**src/rtl/usb_rx_ctrl.sv**
```systemverilog
// usb_rx_ctrl: USB receive packet controller.
//   Tracks a packet from its start edge through SYNC check, byte collection
//   and end-of-packet, strobing each received data byte into the RX FIFO.
// Parameters:
//   SYNC_BYTE  expected first byte as assembled LSB-first by the shifter
//   MAX_BYTES  data byte limit per packet (1..127), used by the length check
// Build option:
//   RX_LEN_CHK_EN  when defined, a packet longer than MAX_BYTES is flagged as
//                  an error and the excess byte is not written; otherwise
//                  byte_cnt simply wraps modulo 128.
// Ports:
//   clk, n_rst     clock, asynchronous active-low reset
//   d_edge         line transition pulse (packet start / line back to idle)
//   shift_en       bit sample strobe
//   stuff_bit      current sample is a stuffed bit (not counted)
//   eop            SE0 seen on the current sample
//   rcv_data       parallel shifter contents
//   rcving         packet in progress
//   w_enable       one-cycle FIFO write strobe, rcv_data valid alongside
//   r_error        receive error, held until the next packet start
//   byte_cnt       data bytes written in the current packet
module usb_rx_ctrl #(
  parameter logic [7:0]  SYNC_BYTE = 8'h80,
  parameter int unsigned MAX_BYTES = 64
) (
  input  logic       clk,
  input  logic       n_rst,
  input  logic       d_edge,
  input  logic       shift_en,
  input  logic       stuff_bit,
  input  logic       eop,
  input  logic [7:0] rcv_data,
  output logic       rcving,
  output logic       w_enable,
  output logic       r_error,
  output logic [6:0] byte_cnt
);

  localparam int unsigned BIT_CNT_W  = 3;
  localparam int unsigned BYTE_CNT_W = 7;

  if (MAX_BYTES < 1 || MAX_BYTES > 127) begin : g_bad_max_bytes
    $error("usb_rx_ctrl: MAX_BYTES must be in 1..127");
  end

  typedef enum logic [2:0] {
    IDLE,
    SYNC_RX,
    RECV,
    STORE,
    EOP_WAIT,
    ERR_WAIT
  } state_t;

  state_t                 state;
  logic [BIT_CNT_W-1:0]   bit_cnt;
  logic                   byte_done;
  logic                   eop_pend;

  logic                   counting_c;
  logic                   bit_step_c;
  logic                   eop_smp_c;
  logic                   len_full_c;

  assign counting_c = (state == SYNC_RX) || (state == RECV);
  assign bit_step_c = shift_en & ~stuff_bit;
  assign eop_smp_c  = eop & shift_en;

`ifdef RX_LEN_CHK_EN
  // Packet already holds the maximum number of bytes; one more is an overrun.
  assign len_full_c = (byte_cnt == BYTE_CNT_W'(MAX_BYTES));
`else
  assign len_full_c = 1'b0;
`endif

  // Bit counter; held at zero in IDLE so it starts clean in SYNC_RX.
  // byte_done fires the cycle after the 7->0 wrap, once the shifter has
  // taken the eighth bit.
  always_ff @(posedge clk or negedge n_rst) begin
    if (!n_rst) begin
      bit_cnt   <= '0;
      byte_done <= 1'b0;
    end else begin
      byte_done <= counting_c & bit_step_c & (bit_cnt == 3'd7);
      if (state == IDLE) begin
        bit_cnt <= '0;
      end else if (counting_c && bit_step_c) begin
        bit_cnt <= bit_cnt + 3'd1;
      end
    end
  end

  // Packet FSM with registered outputs.
  always_ff @(posedge clk or negedge n_rst) begin
    if (!n_rst) begin
      state    <= IDLE;
      rcving   <= 1'b0;
      w_enable <= 1'b0;
      r_error  <= 1'b0;
      byte_cnt <= '0;
      eop_pend <= 1'b0;
    end else begin
      w_enable <= 1'b0;
      case (state)
        IDLE: begin
          if (d_edge) begin
            state    <= SYNC_RX;
            rcving   <= 1'b1;
            r_error  <= 1'b0;
            byte_cnt <= '0;
            eop_pend <= 1'b0;
          end
        end

        SYNC_RX: begin
          if (byte_done) begin
            if (rcv_data == SYNC_BYTE) begin
              state <= RECV;
            end else begin
              state   <= ERR_WAIT;
              r_error <= 1'b1;
            end
          end else if (eop_smp_c) begin
            state   <= ERR_WAIT;
            r_error <= 1'b1;
          end
        end

        RECV: begin
          if (byte_done) begin
            if (len_full_c) begin
              state   <= ERR_WAIT;
              r_error <= 1'b1;
            end else begin
              // An EOP landing with the completed byte is finished after STORE.
              state    <= STORE;
              w_enable <= 1'b1;
              byte_cnt <= byte_cnt + 7'd1;
              eop_pend <= eop_smp_c;
            end
          end else if (eop_smp_c) begin
            if (bit_cnt == '0) begin
              state <= EOP_WAIT;
            end else begin
              state   <= ERR_WAIT;
              r_error <= 1'b1;
            end
          end
        end

        STORE: begin
          eop_pend <= 1'b0;
          state    <= eop_pend ? EOP_WAIT : RECV;
        end

        EOP_WAIT, ERR_WAIT: begin
          if (d_edge) begin
            state  <= IDLE;
            rcving <= 1'b0;
          end
        end

        default: begin
          state <= IDLE;
        end
      endcase
    end
  end

endmodule
```
**config.mk**
```make
export PLATFORM = sky130hd
export DESIGN_NAME = usb_rx_ctrl
export DESIGN_NICKNAME = d
export VERILOG_FILES = /design/src/rtl/usb_rx_ctrl.sv
export SDC_FILE = /design/constraint.sdc
export NUM_CORES = 1
export LEC_CHECK = 0
export BUFFER_PORTS_ARGS = -buffer_cell sky130_fd_sc_hd__buf_2
export CORE_MARGIN = 2
export CORE_UTILIZATION = 30
export DETAILED_ROUTE_END_ITERATION = 12
export REMOVE_ABC_BUFFERS = 1
export SLEW_MARGIN = 20
export SYNTH_ARGS = -nofsm -noshare
export SYNTH_HDL_FRONTEND = slang
export SYNTH_SLANG_ARGS = --single-unit
```
**constraint.sdc**
```tcl
create_clock -name clk -period 1.3 [get_ports clk]
set_input_delay 0.13 -clock clk [delete_from_list [all_inputs] [get_ports clk]]
set_output_delay 0.13 -clock clk [all_outputs]
set_load 0.1 [all_outputs]
```
Yosys cells after proc, flatten, opt, wreduce, memory -nomap -nowiden
Cells that the tools add are included.

word-level totals
  output and inout port bits = 10
  input port bits = 14
  flip-flop bits (word level) = 18

operators by class
  eq/ne operators = 16
  reductions and logical operators = 15
  muxes and demuxes = 29
  add/subtract/negate cells = 2
  bitwise gates (word level) = 5

operators with widths
  kind                                                             count
  3-bit 2-to-1 mux                                                 10
  3-bit one-hot mux with 5 select lines                            1
  7-bit 2-to-1 mux                                                 2
  7-bit one-hot mux with 2 select lines                            1
  1-bit 2-to-1 mux                                                 12
  2-bit inequality test, second input constant                     6
  3-bit == test, second input constant                             3
  3-bit inequality test, second input constant                     3
  3-bit AND reduction                                              3
  8-bit == test, second input constant                             1
  7-bit by 1-bit adder with 7-bit output, second input constant    1
  7-bit AND reduction                                              1
  3-bit by 2-bit == test with 1-bit output, second input constant  2
  3-bit logical NOT                                                2
  1-bit one-hot mux with 3 select lines                            2
  2-bit nonzero test                                               3
  3-bit nonzero test                                               2
  1-bit bitwise AND                                                4
  4-bit AND reduction                                              1
  3-bit by 1-bit adder with 3-bit output, second input constant    1
  3-bit by 1-bit == test with 1-bit output, second input constant  1
  1-bit one-hot mux with 2 select lines                            1
  2-bit OR reduction                                               1
  1-bit logical AND                                                1
  2 further kinds                                                  2

Logic depth before layout (Yosys ltp)
Gate-level depths: netlist of run 1.

  depth after elaboration = 5
  gate-level depth with buffers = 7
  mapped depth without buffers = 7

Worst setup path after synthesis of run 1
No wires, ideal clock.

  kind = reg2reg
  start point = register byte_cnt[0]
  end point = register byte_cnt[6]
  stages on the path, launching flop included = 6
  clock period less this slack = 1.845 ns
  arrival = 1.722 ns
  setup slack = -0.545 ns
  required time = 1.177 ns
  setup time = 0.123 ns
  path through = dfrtp_1 ha_1 nand3_1 nor3_1 xnor2_1 nor2_1

between the ends
  word-level cells in the longest chain between the ends = 3

RTL lines
  element                                 RTL line  source
  from (decl)                             36        output logic [6:0] byte_cnt
  from (signal assigned)                  138       byte_cnt <= byte_cnt + 7'd1;
  7-bit by 1-bit adder with 7-bit output  138
  7-bit 2-to-1 mux                        130       if (byte_done) begin
  7-bit one-hot mux with 2 select lines   104       case (state)

No other way between the ends. The select of a mux whose other input is x is not followed.
A chain may end at the register's enable or synchronous reset.

Worst setup path after layout of run 1
  start point = register state[1]
  end point = register state[0]

between the ends
  word-level cells in the longest chain between the ends = 4
  elaborated cells on any way between the ends = 13
  those cells by class = eq/ne (9); mux (1); reduce/logical (3)

RTL lines
  element                          RTL line  source
  from (decl)                      55        state_t state;
  from (signal assigned)           153       state <= eop_pend ? EOP_WAIT : RECV;
  3-bit == test                    104
  2-bit OR reduction               104
  2-bit inequality test (no line)  n/a
  4-bit AND reduction (no line)    n/a

Several ways; a longest one is shown, not always the timed one.

==> summary.md, run 1 <==
| Metric | Value |
|---|---|
| Final hold viol count | 0 |
| Share of cells above drive strength 1 | 51.6% |
| Hold Path Class | input port to flip-flop |
| DIE AREA | 0.00394 mm2 |
| I/O pin cnt | 24 |
| Worst Path Max Fanout | 7 |
| TritonCTS Buffers | 3 |
| Final HPWL DP | 1980 um |
| Placement Setup Slack | -0.229 ns |
| Routed vias/inst | 4.84 |
| ANT cells | 0 |
| First-pass DRT Iterations | 5 |
| Max_cap viols | 0 |
| Total track usage | 14.8% |
| CP required | 1.55 ns |
| Worst setup SP type | flip-flop |
| Site row count | 21 |
| Critical path type | flip-flop to flip-flop |
| Syn Inst Count | 107 |
| Non-Filler Instances | 207 |
| Root Driver | clkbuf_4 |
| Total Power | 0.00301 W |
| Least-Margin Pin Slew | 0.484 ns |
| Critical path's top delay family | compound AO/OA/AOI/OAI gates |
| Slew HR | 67.9% |
| Via count | 1001 |
| Fin nets | 180 |
| Buf/Inv on CP | 2 |
| Distinct cell type count of the synthesized netlist | 36 |
| Synth async-reset ratio | 100% |
| First-pass GRT wire length | 4680 um |
| Core Footprint | 0.00334 mm2 |
| Starting Density | 31.0% |
| Commonest cells post-synth | dfrtp_1 (18), nor2_1 (11), nand2_1 (8) |
| Worst Setup End Kind | flip-flop |
| Worst path cell trace | buf_6, buf_4, a221oi_2, o21ai_1, a21oi_1, a31o_1 |
| P_leak | 0.772 nW |
| Critical path arrival | 1.75 ns |
| RD Place Congestion | 0.901 |
| H-tree depth | 1 |
| Input/output buffers | 23 |
| Most common cell in the netlist | dfrtp_1 |
| Slowest stage delay, CP | 0.51 ns |
| Total grt overflow | 0 |
| Routed wire length | 2850 um |
| Avg Cell Area, Syn | 9.67 um2 |
| Residual DRC count | 0 |
| Mapped cell area | 0.00103 mm2 |
| Yosys top cell area share | 43.5% |
| DIE HEIGHT | 62.7 um |
| Die X | 62.7 um |
| Slowest CP cell | dfrtp_2 |
| Max VDD drop | 0.985 mV |
| Failing checks | negative setup slack |
| Largest net degree at the start of global routing | 19 |
| Routed WL per cell | 13.8 um |
| Period utilization | 115% |
| Post-synth EDFFs | 0 |
| Area leader, netlist | dfrtp_1 |
| Top_reg_cell synth | dfrtp_1 |
| Status | finished with violations |
| Power per cell area | 1890 mW/mm2 |
| Area contributors post-synth | dfrtp_1 (44%), ha_1 (4.8%), mux2i_1 (4.8%) |
| Longest Clk Path Bufs | 2 |
| Fmax | 0.667 GHz |
| Slew Limit Fails | 0 |
| Initial antenna violation count | 0 |
| Final Worst Setup Slack | -0.199 ns |
| Synth-to-Final Area Change | 54.3% |
| CTS Sinks | 18 |
| Post-synthesis sequential area ratio | 43.5% |
| Clock-pin slew on the worst setup and hold paths | 0.12 ns |
| Clock Latency Late Sink | 0.31 ns |
| CTS tree | yes |
| Count of final setup violators | 11 |
| Yosys warnings | 0 |
| Iter 0 DRT Violations | 16 |
| Vias in the first global route | 1005 |
| Clock Skew | 0.00497 ns |
| DRT antenna net count | 0 |
| FF+latch count, synth | 18 |
| Period minus WS final | 1.50 ns |
| Placed instance count | 196 |
| RSZ-0062 raised after global routing | yes |
==> sequential cells by signal, summed over array words and instances (netlist names) <==
register   cells
bit_cnt        3
byte_done      1
rcving         1
eop_pend       1
state          3
w_enable       1
r_error        1
byte_cnt       7
==> layer usage <==
metal	track usage, %	wire (um)
met1	19.5	1210
met2	25.1	1530
met3	2.34	89
met4	4.17	22
met5	0	0
==> cell families after synthesis <==
group	after synthesis	share of synthesized area, %
buf+inv	11	4.59
compound gates	24	16.3
simple gates	38	20.0
flops	18	43.5
xor+xnor	7	5.93
mux	5	4.84
fa+ha+maj	4	4.84
==> power breakdown <==
| part | internal (W) | leakage, nW | switching (W) |
|---|---|---|---|
| logic | 0.000663 | 0.514 | 0.00112 |
| clock network | 0.000171 | 0.0210 | 0.000203 |
| registers | 0.000699 | 0.237 | 0.000152 |
==> worst register-to-register path, cell delays in order (launching register included) <==
cell      delay, ns
dfrtp_2        0.51
buf_6          0.16
buf_4          0.13
a221oi_2       0.24
o21ai_1        0.10
a21oi_1        0.16
a31o_1         0.13
==> per-stage QoR <==
step	setup TNS (ns)	util (%)	area [um2]	hold WS (ns)
final	-1.48	47.8	1600	0.120
after global routing	-2.40	47.8	1600	0.125
after CTS	-1.97	44.2	1480	0.0648
after detailed placement	-2.08	40.9	1370	0.0946
after global placement	-1.37	40.9	1370	0.0880
after floorplan	-2.97	-	1010	-0.166
==> cells in the final DEF, fill, tap and decap left out, drive strengths merged, types with 3 or more instances in the layout <==
cell / instances
nor3: 3
buf: 49
nand3: 4
a21oi: 4
nand2: 8
clkbuf: 8
inv: 7
nand4: 3
xnor2: 3
o21ai: 8
dfrtp: 18
ha: 4
nor2: 12
xor2: 4
mux2i: 5
==> repair_timing <==
item / CTS / global route
buffers inserted: 1 / 5
gates cloned: 0 / 0
hold endpoints to repair: 18 / 0
hold buffers: 1 / 0
pin swaps: 2 / 13
resized for setup: 12 / 27
endpoints found under the setup margin: 19 / 20
==> cell type report <==
type                       instances  area (um2)
fill                             326        1740
clock buffer                       4        36.3
inverter                           7        28.8
timing repair buffer              54         379
sequential                        18         453
multi-input combinational         78         642
tap                               46        57.6
==> path summary, 6_finish.rpt <==
check / from / end / slack [ns] / cells after the start
hold reg to reg: r_error / r_error / 0.52 / 2
hold / removal: d_edge / rcving / 0.12 / 2
min in group asynchronous: n_rst / eop_pend / 0.27 / 2
setup / recovery: state[1] / state[0] / -0.20 / 6
max in group asynchronous: n_rst / state[1] / 0.71 / 2
setup reg to reg: state[1] / state[0] / -0.20 / 6
(Power assumes the default switching activity.)
==> inputs of run 2 (changes only) <==
--- a/config.mk
+++ b/config.mk
@@ -7,8 +7,10 @@
 export LEC_CHECK = 0
 export BUFFER_PORTS_ARGS = -buffer_cell sky130_fd_sc_hd__buf_2
 export CORE_MARGIN = 2
-export CORE_UTILIZATION = 30
+export CORE_UTILIZATION = 47
 export DETAILED_ROUTE_END_ITERATION = 12
+export GPL_TIMING_DRIVEN = 0
+export PLACE_DENSITY = 0.74
 export REMOVE_ABC_BUFFERS = 1
 export SLEW_MARGIN = 20
 export SYNTH_ARGS = -nofsm -noshare
==> run 2 against run 1 <==
- sequential power increased by 3.5%
- final cell count decreased by 14%
- clock skew shrank 0.0039 ns
- sequential share of layout area is 2.5 points higher
- the flow still finishes with violations (negative setup slack)
- utilization is 25 points higher
- global-route usage is 7.5 points higher
- critical path type unchanged
==> summary.md, run 2 (synthesized netlist as in run 1, its figures left out) <==
| Metric | Value |
|---|---|
| Reg2reg setup slack | -0.14 ns |
| Iter 0 DRT Violations | 24 |
| Input/output buffers | 23 |
| First-pass GRT wire length | 4260 um |
| Worst Setup End Kind | flip-flop |
| Clock Latency Late Sink | 0.30 ns |
| Starting Density | 51.2% |
| Hold_ws | 0.132 ns |
| Buf/Inv on CP | 1 |
| Clock power share | 12.7% |
| Period minus WS final | 1.44 ns |
| Hold Path Depth | 2 |
| Count of final setup violators | 14 |
| Fin nets | 170 |
| Fmax | 0.696 GHz |
| Worst Reg-to-Reg Cells | 5 |
| Metal-1 WL | 1100 um |
| Final instance area | 0.00148 mm2 |
| Worst hold endpoint | rcving |
| Slowest stage delay, CP | 0.52 ns |
| Routed WL per cell | 14.9 um |
| Most frequent cells in the layout | buf_4 (21), buf_2 (17), dfrtp_1 (14), nor2_1 (9) |
| Residual DRC count | 0 |
| Routed wire length | 2660 um |
| Critical path arrival | 1.64 ns |
| Hold Path Class | input port to flip-flop |
| Site row count | 16 |
| Synth-to-Final Area Change | 42.7% |
| Share of cells above drive strength 1 | 46.4% |
| Placement Setup Slack | -0.411 ns |
| Total grt overflow | 0 |
| I/O pin cnt | 24 |
| Max reg flops | 7 |
| Combinational share of power | 56.8% |
| DIE HEIGHT | 50.9 um |
| Failing checks | negative setup slack |
| Via count | 984 |
| Least-Margin Pin Slew | 0.485 ns |
| Worst r2r src | state[0] |
| Power Internal | 0.00146 W |
| Slew Limit Fails | 0 |
| Most common cell after layout, fill and taps aside | buf_4 |
| Top Registers | byte_cnt (7), bit_cnt (3), state (3) |
| Vias in the first global route | 940 |
| CP required | 1.51 ns |
| RR Endpoint | byte_cnt[5] |
| CTS Sinks | 18 |
| First-pass DRT Iterations | 4 |
| Placed instance count | 153 |
| Total Power | 0.00289 W |
| Switching power total | 0.00144 W |
| Routed vias/inst | 5.53 |
| Final Worst Setup Slack | -0.137 ns |
| Status | finished with violations |
| Core Footprint | 0.00202 mm2 |
| Non-Filler Instances | 178 |
| Initial antenna violation count | 0 |
| Longest Clk Path Bufs | 2 |
| ANT cells | 0 |
| Worst Path Max Fanout | 6 |
| Largest net degree at the start of global routing | 19 |
| Final HPWL DP | 1510 um |
| Worst hold start | d_edge |
| Worst setup SP type | flip-flop |
| RSZ-0062 raised after global routing | yes |
| Root Driver | clkbuf_4 |
| Total track usage | 22.3% |
| Max_cap viols | 0 |
| Clock-pin slew on the worst setup and hold paths | 0.11 ns |
| Metal3 WL | 122 um |
| Critical path's top delay family | flip-flops |
| RD Place Congestion | 0.811 |
| CTS tree | yes |
| Power per cell area | 1960 mW/mm2 |
| Final hold viol count | 0 |
| Die X | 50.9 um |
| Clock Skew | 0.00107 ns |
| DR WL met2 | 1340 um |
| Switching share of power | 49.6% |
| Max VDD drop | 1.60 mV |
| Critical path type | flip-flop to flip-flop |
| Biggest register | byte_cnt |
| DIE AREA | 0.00259 mm2 |
| TritonCTS Buffers | 3 |
| DRT antenna net count | 0 |
| Placed Area | 0.00116 mm2 |
| P_leak | 0.708 nW |
| Slew HR | 67.9% |
| Worst path cell trace | buf_4, nor3_4, nand4_1, xor2_1, nor2_1 |
| Period utilization | 111% |
| Slowest CP cell | dfrtp_2 |
| Max layer used | met4 |
| H-tree depth | 1 |
| Reg power frac | 30.5% |
[run 2: per-layer routing]
metal / track usage, % / up-vias
met5: 0 / -
li1: - / 472
met2: 36.4 / 28
met4: 11.7 / 0
met3: 4.09 / 8
met1: 28.1 / 476
[run 2: worst max-delay path by stage]
stage,slack [ns],cells past startpoint,from,to
floorplan,-0.55,5,byte_cnt[0],byte_cnt[6]
global placement,-0.38,5,state[2],byte_cnt[6]
detailed placement,-0.41,5,state[2],byte_cnt[3]
CTS,-0.18,5,state[1],byte_cnt[5]
global route,-0.25,7,bit_cnt[1],state[0]
finish,-0.14,5,state[0],byte_cnt[5]
[run 2: cell type report]
type	instances	area (um2)
timing repair buffer	44	294
tap	27	33.8
inverter	7	28.8
clock buffer	4	36.3
fill	143	546
multi-input combinational	78	628
sequential	18	455
[run 2: metrics by stage]
step / utilization [%] / setup TNS [ns]
final: 73.0 / -1.57
after CTS: 68.2 / -1.50
after detailed placement: 57.5 / -4.51
after floorplan: - / -2.97
after global routing: 73.0 / -2.79
after global placement: 57.5 / -3.89
[run 2: power by group through the flow]
| stage | clock network [W] | registers (W) | logic [W] |
|---|---|---|---|
| after floorplan | 0 | 0.00139 | 0.000475 |
| after global placement | 0 | 0.000915 | 0.00116 |
| after detailed placement | 0 | 0.000927 | 0.00117 |
| after CTS | 0.000368 | 0.000858 | 0.00147 |
| after global routing | 0.000398 | 0.000904 | 0.00177 |
| final | 0.000366 | 0.000882 | 0.00164 |
[run 2: what timing repair did]
action,CTS,global route
hold buffers,1,0
resized for setup,15,15
pin swaps,6,9
setup endpoints to repair,19,20
buffers inserted,15,5
endpoints found under the hold margin,18,0
==> inputs of run 3 (changes only) <==
--- a/config.mk
+++ b/config.mk
@@ -10,6 +10,7 @@
 export CORE_UTILIZATION = 47
 export DETAILED_ROUTE_END_ITERATION = 12
 export GPL_TIMING_DRIVEN = 0
+export MAX_ROUTING_LAYER = met4
 export PLACE_DENSITY = 0.74
 export REMOVE_ABC_BUFFERS = 1
 export SLEW_MARGIN = 20
==> run 3 against run 2 <==
- the flow still finishes with violations (negative setup slack)
- clock power hardly changed
- sequential power hardly changed
- critical path depth stayed put
- flip-flop and latch count stayed put
- utilization stayed put
- via count is 0.51% lower
- register-to-register slack hardly changed
- count of clock-buffer cells in the layout stayed put
- largest power group unchanged
==> summary.md, run 3 (synthesized netlist as in run 1, its figures left out) <==
| Metric | Value |
|---|---|
| Switching power total | 0.00143 W |
| CTS tree | yes |
| Final instance area | 0.00148 mm2 |
| Core Footprint | 0.00202 mm2 |
| Starting Density | 51.2% |
| First-pass GRT wire length | 4260 um |
| Critical path type | flip-flop to flip-flop |
| Slew HR | 67.9% |
| Max VDD drop | 1.60 mV |
| Period utilization | 111% |
| Slew Limit Fails | 0 |
| Clock Skew | 0.00210 ns |
| Final Worst Setup Slack | -0.138 ns |
| ANT cells | 0 |
| Hold Path Depth | 2 |
| Longest Clk Path Bufs | 2 |
| Reg2reg setup slack | -0.14 ns |
| Input/output buffers | 23 |
| Max_cap viols | 0 |
| Switching share of power | 49.6% |
| Worst setup SP type | flip-flop |
| H-tree depth | 1 |
| TritonCTS Buffers | 3 |
| Critical path origin | state[0] |
| Routed WL per cell | 15.1 um |
| Via count | 979 |
| First-pass DRT Iterations | 4 |
| Combinational share of power | 56.9% |
| Residual DRC count | 0 |
| Placed instance count | 153 |
| Vias in the first global route | 940 |
| Worst Setup End Kind | flip-flop |
| Most frequent cells in the layout | buf_4 (21), buf_2 (17), dfrtp_1 (14), nor2_1 (9) |
| DIE HEIGHT | 50.9 um |
| Least-Margin Pin Slew | 0.485 ns |
| Clock power share | 12.7% |
| Hold Path Class | input port to flip-flop |
| Non-Filler Instances | 178 |
| Critical path arrival | 1.64 ns |
| Count of final setup violators | 14 |
| Fmax | 0.695 GHz |
| CTS Sinks | 18 |
| Max reg flops | 7 |
| RD Place Congestion | 0.823 |
| Worst hold start | d_edge |
| CP required | 1.50 ns |
| Root Driver | clkbuf_4 |
| Most common cell after layout, fill and taps aside | buf_4 |
| Period minus WS final | 1.44 ns |
| P_leak | 0.708 nW |
| Die X | 50.9 um |
| Clock Latency Late Sink | 0.30 ns |
| Share of cells above drive strength 1 | 46.4% |
| Fin util | 73.0% |
| Status | finished with violations |
| Fin nets | 170 |
| Reg power frac | 30.5% |
| I/O pin cnt | 24 |
| Total track usage | 22.9% |
| Top Registers | byte_cnt (7), bit_cnt (3), state (3) |
| Worst Path Max Fanout | 6 |
| Final HPWL DP | 1510 um |
| Routed wire length | 2690 um |
| Worst Reg-to-Reg Cells | 5 |
| Largest net degree at the start of global routing | 19 |
| Worst r2r src | state[0] |
| Placed Area | 0.00116 mm2 |
| Power per cell area | 1960 mW/mm2 |
| DRT antenna net count | 0 |
| Total grt overflow | 0 |
| Failing checks | negative setup slack |
| Synth-to-Final Area Change | 42.7% |
| Biggest register | byte_cnt |
| Routed vias/inst | 5.50 |
| RSZ-0062 raised after global routing | yes |
| Final hold viol count | 0 |
| Site row count | 16 |
| DIE AREA | 0.00259 mm2 |
| Total negative slack | -1.56 ns |
| Initial antenna violation count | 0 |
| Power Internal | 0.00146 W |
| Iter 0 DRT Violations | 20 |
| Clock-pin slew on the worst setup and hold paths | 0.11 ns |
run 3: cell counts in the layout (fill, tap and decap cells not counted):
No cell type changed its count.
run 3: stage by stage:
step	hold slack, ns	setup slack [ns]	power [W]
final	0.137	-0.138	0.00289
after detailed placement	0.0817	-0.411	0.00210
after global placement	0.0853	-0.380	0.00207
after floorplan	-0.166	-0.545	0.00187
after CTS	0.108	-0.176	0.00269
after global routing	0.129	-0.248	0.00306
run 3: metal layers:
metal | track usage [%] | up-vias | part of all wire (%)
met2 | 36.6 | 31 | 50
li1 | - | 468 | -
met5 | - | - | 0
met1 | 27.9 | 472 | 41
met3 | 3.80 | 8 | 5.3
met4 | 11.7 | 0 | 3.3
run 3: worst paths after layout:
path / endpoint
min reg2reg: r_error
max: byte_cnt[5]
min: rcving
min in group asynchronous: state[2]
max in group asynchronous: state[1]
max reg2reg: byte_cnt[5]
run 3: layout make-up:
cell class / instances / area (um2)
flip-flops and latches: 18 / 455
multi-input cells: 78 / 628
inverters: 7 / 28.8
clock buffers: 4 / 36.3
fillers: 139 / 546
repair buffers: 44 / 294
well taps: 27 / 33.8
run 3: power groups by stage:
stage / registers, W / clock network [W] / logic [W]
after global placement: 0.000915 / 0 / 0.00116
final: 0.000880 / 0.000366 / 0.00164
after detailed placement: 0.000927 / 0 / 0.00117
after global routing: 0.000903 / 0.000398 / 0.00176
after CTS: 0.000858 / 0.000368 / 0.00147
after floorplan: 0.00139 / 0 / 0.000475
run 3: worst max-delay path, stage by stage, from the launching register on:
cell,delay (ns)
dfrtp_2,0.52
buf_4,0.18
nor3_4,0.25
nand4_1,0.16
xor2_1,0.18
nor2_1,0.05
run 3: what timing repair did:
| item | 4_1_cts | 5_1_grt |
|---|---|---|
| endpoints found under the hold margin | 18 | 0 |
| pin swaps | 6 | 9 |
| hold buffers | 1 | 0 |
| setup endpoints to repair | 19 | 20 |
| resized for setup | 15 | 15 |
| gates cloned | 0 | 0 |
| buffers inserted | 15 | 5 |
